==> config.mk <==
export PLATFORM = sky130hd
export DESIGN_NAME = nonce_result_collector
export DESIGN_NICKNAME = d
export VERILOG_FILES = /design/src/rtl/nonce_result_collector_pkg.sv /design/src/rtl/nonce_result_collector_rr_arbiter.sv /design/src/rtl/nonce_result_collector.sv
export SDC_FILE = /design/constraint.sdc
export NUM_CORES = 1
export LEC_CHECK = 0
export ABC_AREA = 1
export ABC_CLOCK_PERIOD_IN_PS = 3380
export CORE_UTILIZATION = 62
export DETAILED_ROUTE_END_ITERATION = 8
export DONT_BUFFER_PORTS = 1
export GPL_TIMING_DRIVEN = 1
export PLACE_DENSITY_LB_ADDON = 0.12
export SLEW_MARGIN = 20
export SYNTH_ARGS = -nofsm -noshare
export SYNTH_HDL_FRONTEND = slang
export SYNTH_HIERARCHICAL = 1
export SYNTH_SLANG_ARGS = --single-unit
==> constraint.sdc <==
create_clock -name clk -period 3.38 [get_ports clk]
set_clock_uncertainty 0.1 [all_clocks]
set_input_delay 0.676 -clock clk [delete_from_list [all_inputs] [get_ports clk]]
set_output_delay 0.676 -clock clk [all_outputs]
set_load 0.03 [all_outputs]
==> src/rtl/nonce_result_collector_pkg.sv <==
// Shared helpers for the nonce result collector: width derivation and arbitration mode.
package nonce_result_collector_pkg;

   typedef enum logic {
      ARB_FIXED = 1'b0,
      ARB_RR    = 1'b1
   } arb_mode_e;

   // ceil(log2(n)), 0 for n <= 1
   function automatic int clog2_f(input int n);
      int r;
      r = 0;
      for (int v = 1; v < n; v = v * 2) r++;
      return r;
   endfunction

   // core index width, at least one bit
   function automatic int ch_w_f(input int num_ch);
      return (clog2_f(num_ch) < 1) ? 1 : clog2_f(num_ch);
   endfunction

   // FIFO entry layout: {core index, nonce}
   function automatic int entry_w_f(input int num_ch, input int nonce_w);
      return ch_w_f(num_ch) + nonce_w;
   endfunction

endpackage

==> src/rtl/nonce_result_collector_rr_arbiter.sv <==
// One-of-N arbiter: round-robin from pointer+1, or fixed lowest-index priority.
module nonce_result_collector_rr_arbiter
   import nonce_result_collector_pkg::*;
#(
   parameter int NUM_CH = 3,
   parameter int CH_W   = ch_w_f(NUM_CH)
) (
   input  logic              clk,
   input  logic              reset,
   input  logic              clear,
   input  logic [NUM_CH-1:0] eligible,
   input  logic              en,
   input  arb_mode_e         mode,
   output logic [NUM_CH-1:0] grant,
   output logic [CH_W-1:0]   grant_idx,
   output logic [CH_W-1:0]   ptr_next
);

   logic [CH_W-1:0] ptr_q, ptr_d;
   logic [CH_W-1:0] idx_c;
   logic            hit;

   // search position k steps after the last winner; one wrap is enough
   function automatic int slot(input int base, input int k);
      int s;
      s = base + 1 + k;
      if (s >= NUM_CH) s = s - NUM_CH;
      return s;
   endfunction

   // pick first eligible core in search order, advance pointer to it
   always_comb begin
      grant     = '0;
      grant_idx = '0;
      hit       = 1'b0;
      idx_c     = '0;
      ptr_d     = ptr_q;
      for (int k = 0; k < NUM_CH; k++) begin
         if (mode == ARB_RR) idx_c = CH_W'(slot(int'(ptr_q), k));
         else                idx_c = CH_W'(k);
         if (en && !hit && eligible[idx_c]) begin
            hit          = 1'b1;
            grant[idx_c] = 1'b1;
            grant_idx    = idx_c;
         end
      end
      if (hit && mode == ARB_RR) ptr_d = grant_idx;
      if (clear) ptr_d = CH_W'(NUM_CH - 1);
      ptr_next = ptr_d;
   end

   // pointer register, restarts so that core 0 is searched first
   always_ff @(posedge clk or negedge reset) begin
      if (!reset) ptr_q <= CH_W'(NUM_CH - 1);
      else        ptr_q <= ptr_d;
   end

endmodule

==> src/rtl/nonce_result_collector.sv <==
// Collects winning nonces from NUM_CH mining cores into one buffered valid/ready stream.
module nonce_result_collector
   import nonce_result_collector_pkg::*;
#(
   parameter  int NUM_CH        = 3,
   parameter  int NONCE_W       = 32,
   parameter  int FIFO_DEPTH    = 4,
   parameter  int RR_MODE       = 1,
   parameter  int HALT_ON_FIRST = 1,
   localparam int CH_W          = ch_w_f(NUM_CH)
) (
   input  logic                      clk,
   input  logic                      reset,
   input  logic [NUM_CH-1:0]         ch_finished,
   input  logic [NUM_CH*NONCE_W-1:0] ch_nonce,
   output logic [NUM_CH-1:0]         ch_ack,
   input  logic                      clear,
   output logic                      out_valid,
   input  logic                      out_ready,
   output logic [NONCE_W-1:0]        out_nonce,
   output logic [CH_W-1:0]           out_ch,
   output logic                      found,
   output logic                      halt_miners,
   output logic                      stall_seen
);

   localparam int AW = clog2_f(FIFO_DEPTH);
   localparam int EW = entry_w_f(NUM_CH, NONCE_W);

   logic [EW-1:0]     mem_q [FIFO_DEPTH];
   logic [EW-1:0]     mem_d [FIFO_DEPTH];
   logic [AW:0]       wr_ptr_q, wr_ptr_d, rd_ptr_q, rd_ptr_d;
   logic [NUM_CH-1:0] ack_q, ack_d;
   logic              found_q, found_d, stall_q, stall_d;

   logic              empty, full, pop, push, can_accept;
   logic [NUM_CH-1:0] eligible, grant;
   logic [CH_W-1:0]   grant_idx, rr_ptr_nxt;
   logic [NONCE_W-1:0] sel_nonce;
   logic [EW-1:0]     head;

   // extra pointer MSB distinguishes full from empty when index bits match
   assign empty      = (wr_ptr_q == rd_ptr_q);
   assign full       = (wr_ptr_q[AW] != rd_ptr_q[AW]) && (wr_ptr_q[AW-1:0] == rd_ptr_q[AW-1:0]);
   assign pop        = !empty && out_ready;
   assign can_accept = !full || pop;
   // a core still seeing its ack is on its way down and must not win twice
   assign eligible   = ch_finished & ~ack_q;
   assign push       = |grant;

   nonce_result_collector_rr_arbiter #(
      .NUM_CH (NUM_CH),
      .CH_W   (CH_W)
   ) u_arb (
      .clk       (clk),
      .reset     (reset),
      .clear     (clear),
      .eligible  (eligible),
      .en        (can_accept && !clear),
      .mode      ((RR_MODE != 0) ? ARB_RR : ARB_FIXED),
      .grant     (grant),
      .grant_idx (grant_idx),
      .ptr_next  (rr_ptr_nxt)
   );

   // mux the granted core's nonce
   always_comb begin
      sel_nonce = '0;
      for (int i = 0; i < NUM_CH; i++)
         if (grant[i]) sel_nonce = ch_nonce[i*NONCE_W +: NONCE_W];
   end

   // FIFO, ack and sticky-flag next state; clear overrides everything
   always_comb begin
      mem_d    = mem_q;
      wr_ptr_d = wr_ptr_q;
      rd_ptr_d = rd_ptr_q;
      ack_d    = grant;
      found_d  = found_q;
      stall_d  = stall_q;
      if (push) begin
         mem_d[wr_ptr_q[AW-1:0]] = {grant_idx, sel_nonce};
         wr_ptr_d = wr_ptr_q + 1'b1;
         found_d  = 1'b1;
      end
      if (pop) rd_ptr_d = rd_ptr_q + 1'b1;
      if (|eligible && !can_accept) stall_d = 1'b1;
      if (clear) begin
         wr_ptr_d = '0;
         rd_ptr_d = '0;
         ack_d    = '0;
         found_d  = 1'b0;
         stall_d  = 1'b0;
      end
   end

   // state registers
   always_ff @(posedge clk or negedge reset) begin
      if (!reset) begin
         for (int i = 0; i < FIFO_DEPTH; i++) mem_q[i] <= '0;
         wr_ptr_q <= '0;
         rd_ptr_q <= '0;
         ack_q    <= '0;
         found_q  <= 1'b0;
         stall_q  <= 1'b0;
      end else begin
         mem_q    <= mem_d;
         wr_ptr_q <= wr_ptr_d;
         rd_ptr_q <= rd_ptr_d;
         ack_q    <= ack_d;
         found_q  <= found_d;
         stall_q  <= stall_d;
      end
   end

   assign head        = mem_q[rd_ptr_q[AW-1:0]];
   assign out_valid   = !empty;
   assign out_nonce   = empty ? '0 : head[NONCE_W-1:0];
   assign out_ch      = empty ? '0 : head[EW-1:NONCE_W];
   assign ch_ack      = ack_q;
   assign found       = found_q;
   assign stall_seen  = stall_q;
   assign halt_miners = (HALT_ON_FIRST != 0) ? found_q : 1'b0;

   // round-robin pointer always lands on the core just captured
   rr_ptr_tracks_grant: assert property (@(posedge clk) disable iff (!reset)
      ((RR_MODE != 0) && push && !clear) |-> (rr_ptr_nxt == grant_idx));

endmodule

=== After elaboration in Yosys (flattened, before gate mapping) ===
Index checks and enable logic that the tools add are counted.

* Flip-flop bits (word level): 149
* Word-level logic and storage cells: 111

* Add/sub/neg operators: 8
* Order comparisons: 12
* Equality and inequality tests: 3
* Mux-type cells: 46
* Bitwise operators: 6
* Reductions and logical operators: 26

{| class="wikitable"
|+ Operators with widths
! kind !! number
|-
| $bwmux 136 || 1
|-
| $mux 32 || 4
|-
| $mux 34 || 3
|-
| $bmux 34 s2 || 1
|-
| $demux 34 s2 || 1
|-
| $ge 32x3->1 const B || 2
|-
| $mux 3 || 8
|-
| $mux 2 || 9
|-
| $logic_and 1x1->1 || 13
|-
| $mux 1 || 13
|-
| $lt 2x3->1 const B || 3
|-
| $reduce_bool 2->1 || 4
|-
| $add 3x1->3 const B || 2
|-
| $bmux 1 s2 || 3
|-
| $demux 1 s2 || 3
|-
| $ge 2x1->1 const B || 3
|-
| $ge 3x3->1 const B || 2
|-
| $logic_not 1->1 || 6
|-
| $not 2->3 || 2
|-
| $or 3x3->3 || 2
|-
| $reduce_or 3->1 || 2
|-
| $sub 2x1->2 const B || 3
|-
| $add 3x1->4 const B || 1
|-
| $add 3x2->4 const B || 1
|-
| other kinds (9) || 9
|}

=== Depth between registers and ports, before layout ===
* Depth after elaboration: 19
* Gate-level depth with buffers: 21

=== By module ===
Netlist, hierarchy kept.

{| class="wikitable"
|+ By module, submodules not included
! module !! instances !! cells an instance !! area an instance (µm²) !! seq. area each (µm²)
|-
| nonce_result_collector || 1 || 1064 || 8030.2 || 3678.5
|-
| nonce_result_collector_rr_arbiter || 1 || 77 || 506.7 || 51.3
|}

=== Least setup slack after synthesis ===
OpenSTA, ideal clock, no wires.

* Kind: flip-flop to flip-flop
* Start point: register rd_ptr_q[0]
* End point: register mem_q[90] in the netlist's numbering
* Arrival: 2589 ps
* Required time: 3161 ps
* Setup slack: 573 ps
* Cell stages (with the launch flop): 19
* Buffers on the path: 4
* Period minus slack after synthesis: 2807 ps
* Cells stage by stage: dfrtp_1 -> buf_6 -> inv_2 -> buf_2 -> nand2_1 -> nand2_1 -> nor2_1 -> a21oi_1 -> a21boi_2 -> nand2_1 -> nor2_4 -> nand4_1 -> nand2_1 -> buf_4 -> inv_4 -> clkbuf_1 -> or2_2 -> nand3_1 -> o21ai_2

* Elaborated cells between the ends (all ways): 27
* Classes of those cells: eq/ne (2); mux (9); bitwise (2); reduce/logical (14)

{| class="wikitable"
|+ RTL lines
! element !! line !! RTL
|-
| start, declared || nonce_result_collector.sv:32 || <nowiki>logic [AW:0] wr_ptr_q, wr_ptr_d, rd_ptr_q, rd_ptr_d;</nowiki>
|-
| start signal, assigned || nonce_result_collector.sv:109 || <nowiki>rd_ptr_q <= rd_ptr_d;</nowiki>
|-
| $eq 3x3->1 / $eq 2x2->1 (equally long branches) || nonce_result_collector.sv:43, nonce_result_collector.sv:44 ||
|-
| $logic_not 1->1 / $logic_and 1x1->1 (equally long branches) || nonce_result_collector.sv:45, nonce_result_collector.sv:44 ||
|-
| $logic_and 1x1->1 / $logic_not 1->1 (equally long branches) || nonce_result_collector.sv:45, nonce_result_collector.sv:46 ||
|-
| $logic_or 1x1->1 * || nonce_result_collector.sv:46 || <nowiki>assign can_accept = !full || pop;</nowiki>
|-
| $logic_and 1x1->1 * || nonce_result_collector.sv:59 || <nowiki>.en (can_accept && !clear),</nowiki>
|-
| $logic_and 1x1->1 || nonce_result_collector_rr_arbiter.sv:41 || <nowiki>if (en && !hit && eligible[idx_c]) begin</nowiki>
|-
| $mux 1 || nonce_result_collector_rr_arbiter.sv:41 ||
|-
| $logic_not 1->1 || nonce_result_collector_rr_arbiter.sv:41 ||
|-
| $logic_and 1x1->1 (2 in a row) || nonce_result_collector_rr_arbiter.sv:41 ||
|-
| $mux 1 || nonce_result_collector_rr_arbiter.sv:41 ||
|-
| $logic_not 1->1 || nonce_result_collector_rr_arbiter.sv:41 ||
|-
| $logic_and 1x1->1 (2 in a row) || nonce_result_collector_rr_arbiter.sv:41 ||
|-
| $mux 3 * || nonce_result_collector_rr_arbiter.sv:41 ||
|-
| net grant[2] || nonce_result_collector.sv:37 || <nowiki>logic [NUM_CH-1:0] eligible, grant;</nowiki>
|-
| $mux 32 || nonce_result_collector.sv:70 || <nowiki>if (grant[i]) sel_nonce = ch_nonce[i*NONCE_W +: NONCE_W];</nowiki>
|-
| $bwmux 136 || nonce_result_collector.sv:82 || <nowiki>mem_d[wr_ptr_q[AW-1:0]] = {grant_idx, sel_nonce};</nowiki>
|-
| end signal, assigned || nonce_result_collector.sv:107 || <nowiki>mem_q <= mem_d;</nowiki>
|-
| end, declared || nonce_result_collector.sv:30 || <nowiki>logic [EW-1:0] mem_q [FIFO_DEPTH];</nowiki>
|}

Mark *: on every way through the listed nets, which the timed path passes. The rest lies on a longest branch.
A chain may end at the register's enable or synchronous reset.

=== Worst setup path after layout ===
* Start point: register rd_ptr_q[0]
* End point: output port out_nonce[12]

* Cells in the longest elaborated chain, start to end: 5
* Elaborated cells between the ends (all ways): 6
* Classes of those cells: eq/ne (1); mux (4); bitwise (1)

{| class="wikitable"
|+ RTL lines
! element !! line !! RTL
|-
| $not 2->3 (not written as such) || nonce_result_collector.sv:116 || <nowiki>assign head = mem_q[rd_ptr_q[AW-1:0]];</nowiki>
|-
| $bmux 34 s2 || nonce_result_collector.sv:116 ||
|-
| $mux 34 (not written as such) (2 in a row) || nonce_result_collector.sv:116 ||
|-
| $mux 32 * || nonce_result_collector.sv:118 || <nowiki>assign out_nonce = empty ? '0 : head[NONCE_W-1:0];</nowiki>
|-
| end, declared || nonce_result_collector.sv:20 || <nowiki>output logic [NONCE_W-1:0] out_nonce,</nowiki>
|}

Mark *: on every way between the ends. The rest lies on a longest branch, timed or not. The select of a mux whose other input is x is not followed.

==> reports/results.txt <==
The flow ran to the end, but the final reports show violations. The final reports fail on negative hold slack. The most critical setup path has its endpoint at out_nonce[12]. The per-instance average area after synthesis was 7.48 µm². The sequential cell area fraction in the yosys report came out at 0.437. Tracing the worst setup path back leads to its startpoint at rd_ptr_q[0]$_DFFE_PN0P_. The number of clock buffers inserted by TritonCTS is 17, and the hold violation total from the final report is 148. Of all nets on the critical path, the largest fanout is 70. Synthesis handed over a netlist of 1141 instances. STA classifies the critical path startpoint as a register. Overall power after layout: 8860 µW.

For the worst setup path, the data arrival time is 2.42 ns. The sequential cell area is 3730 µm². Broken down by cell family, the worst path's largest delay share belongs to buffers and inverters. The ratio of cells with drive above 1 in the final layout works out to 0.123. Once detailed placement completed, the half-perimeter wirelength came to 13.4 mm.

For this run, design rule violations remaining after detail routing come to 0. The worst register-to-register path ends at wr_ptr_q[2]$_DFFE_PN0P_. The H-tree was split into 4 levels. In this run, synthesis inferred 0 flip-flops with an integrated enable. The max-slew violation count came out at 0.

After detailed routing, no signal wire sits above met4. Counting distinct cell types in the post-synthesis netlist gives 32. The most numerous cell on the critical path is nand2_1. Entering global routing, the biggest net connects 150 pins. The run gives 0.28 ns as the reg-to-reg setup timing slack.

Walking the worst path, the cells encountered are inv_2, buf_4, nand2_1, nand2_1, nand3_2, buf_4, nand2_1, inv_1. The synthesized netlist occupies a cell area of 8540 µm². Global routing finished with a remaining overflow of 0. The global router's overall resource usage is 0.324, and the number of nets still failing antenna checks after routing is 0. The die covers 14200 µm².

For this design the top-level I/O count stands at 144. Placeable core area: 13300 µm². On the worst path, the slowest cell contributes a delay of 0.58 ns. The clock tree root buffer cell is clkbuf_16. The share of synthesized flip-flops with an asynchronous set or reset was 1.00; the layout net count was 1227. The relative slew slack is 0.509. After detailed routing, the met2 layer carries 10.5 mm of wire. The share of the clock period used by the worst path came out at 0.945. The tools report the total area of multi-input combinational cells as 3830 µm². In this run the number of cells on the critical path is 8. The detailed router placed 7593 vias in this run. When the netlist entered floorplanning its net count stood at 1252. After detailed routing, the average wire length per cell comes to 16.8 µm.

The primary flip-flop cell chosen by synthesis mapping is dfrtp_1. Number of standard-cell rows in the floorplan: 42. The count of max-cap constraint violations is 0, and the detailed-routing iteration count for the pre-antenna-repair pass is 5. The filler cells instantiated in the layout total 1209. Leaving out fill and tap cells, the most frequent cell in the layout is nand2_1. The count of endpoints failing setup in the final report was 0; the critical path buffer and inverter count was 4. For this block, wires on met1 add up to 9.23 mm. Measured along the y axis, the die boundary spans 119 µm. Setup repair after global routing left no endpoint under its margin. The run gives 0 as the initial antenna violation count.

The static leakage was 0.00479 µW; the number of global-route vias before repair was 7154. In this run the deepest clock path goes through 2 buffers. Leaving out fill and tap cells, the most frequent cells in the layout are nand2_1, dfrtp_1, nand3_1, inv_1, a21oi_1. At the worst endpoint, the required time is 2.60 ns. The count of antenna diodes in the layout was 0. The run gives 788 as the number of DRC markers in iteration 0.

Once placement completed, the tool counted placed cells totaling 1273. The post-layout instance count excluding filler cells was 1303. Using the TritonRoute via totals, the vias-per-cell ratio works out to 5.83. The floorplan die width was 119 µm; the amount of wire on met3 after detailed routing was 1.66 mm.

Clock-pin slew was measured on the worst setup and hold paths at 0.06 ns. The clock period minus worst slack was 3.19 ns. For the pin with the worst max-slew slack, the measured transition is 0.736 ns.

The count of buffers added on input and output ports is 0. The slowest stage of the critical path is the buf_4 cell. Starting density of the core: 0.640. TritonCTS built the clock tree.

IR analysis of the VDD net gives a maximum drop of 0.000661 V. The congestion estimate from routability-driven global placement came to 0.852. The worst register-to-register path has a depth of 16. The startpoint identified for the worst register-to-register timing path is u_arb/ptr_q[1]$_DFF_PN1_. For the worst hold margin, the log shows -0.157 ns. Critical path class: register to output port. The min-delay analysis places its worst path in the category input pin to async pin. The tools report the critical path capture point type as an output port. Clock latency on the worst-skew pair, taken at its later pin, is 0.42 ns. The total wire length after detailed routing was 21.9 mm; the total power density per cell area was 974 nW/µm². The total of warnings raised by yosys was 6; the number of synthesized register bits was 149.

The final design utilization was 0.681. The run gives 149 as the number of clock sinks seen by CTS. Derived from the worst setup path, the maximum achievable clock frequency is 313 MHz. The wire length of the first global-routing pass was 35.9 mm; the final setup TNS was 0 ns. Post-CTS timing repair inserted 0 buffers for setup. The layout-stage area growth over the synthesis result works out to 6.55%.
==> area by class of cell <==
type,count,area share
Multi-Input combinational cell,790,0.421
Sequential cell,149,0.410
Clock buffer,27,0.0575
Inverter,135,0.0574
Timing Repair Buffer,23,0.0276
Tap cell,176,0.0242
Clock inverter,3,0.00193
==> how the worst min path moves through the flow <==
stage	startpoint	endpoint	slack (ns)	cells after the start
after CTS	reset	mem_q[73]$_DFFE_PN0P_	-0.16	0
after global routing	reset	mem_q[40]$_DFFE_PN0P_	-0.16	0
after detailed placement	reset	mem_q[40]$_DFFE_PN0P_	0.28	0
after floorplan	reset	ch_ack[0]$_DFF_PN0_	0.28	0
final	reset	mem_q[109]$_DFFE_PN0P_	-0.16	0
after global placement	reset	mem_q[40]$_DFFE_PN0P_	0.28	0
==> cells by family (layout without fill, tap and decap cells) <==
| logic type | count (synthesis) | count (layout) | synth area share |
|---|---|---|---|
| flip-flops | 149 | 149 | 0.437 |
| AO/OA/AOI/OAI | 247 | 247 | 0.151 |
| adder cells (fa/ha/maj) | 8 | 8 | 0.0117 |
| XOR/XNOR | 1 | 1 | 0.00103 |
| buffers and inverters | 202 | 188 | 0.115 |
| other | 1 | 1 | 0.000439 |
| AND/OR/NAND/NOR | 533 | 533 | 0.284 |
==> metal layers <==
layer / GRT usage / vias to the layer above
li1: - / 3630
met1: 0.429 / 3578
met2: 0.523 / 337
met3: 0.0656 / 48
met4: 0.131 / 0
met5: 0 / -
==> synthesized netlist by cell type, types with 3 or more instances <==
cell type    n  area share
nand2_1    307        0.13
dfrtp_1    148        0.43
nand3_1    139       0.081
inv_1      120       0.053
a21oi_1    100       0.059
o21ai_0     78       0.046
o21ai_1     54       0.032
or2_2       32       0.023
buf_2       22       0.013
buf_6       22       0.029
clkbuf_1    19      0.0084
nor2_1      17      0.0075
nand2_2     14       0.010
o21ai_2     11       0.011
inv_2       10      0.0044
nand4_1      9      0.0066
ha_1         8       0.012
buf_4        4      0.0035
nand2_4      4      0.0053
nor2_4       4      0.0053
nand3_2      3      0.0035
==> per-stage QoR <==
step	instance area, µm²	setup slack (ns)
after global routing	9100	0.0306
final	9100	0.185
after CTS	9090	0.154
after detailed placement	8550	0.254
after floorplan	8540	0.573
after global placement	8550	0.387
==> repair_timing <==
item,4_1_cts,5_1_grt
endpoints found under the hold margin,148,148
resized for setup,0,1
endpoints found under the setup margin,0,1
==> power breakdown <==
group          switching, µW  internal [µW]  total [µW]
clock network            691           1040        1740
logic                   3170           1170        4340
registers                298           2480        2780
==> state kept, by name (all words and copies together) (netlist names) <==
| register | cells |
|---|---|
| wr_ptr_q | 3 |
| rd_ptr_q | 3 |
| ch_ack | 3 |
| found | 1 |
| mem_q | 136 |
| stall_seen | 1 |
| u_arb/ptr_q | 2 |
Note: power is estimated with default switching activity, not from simulation.
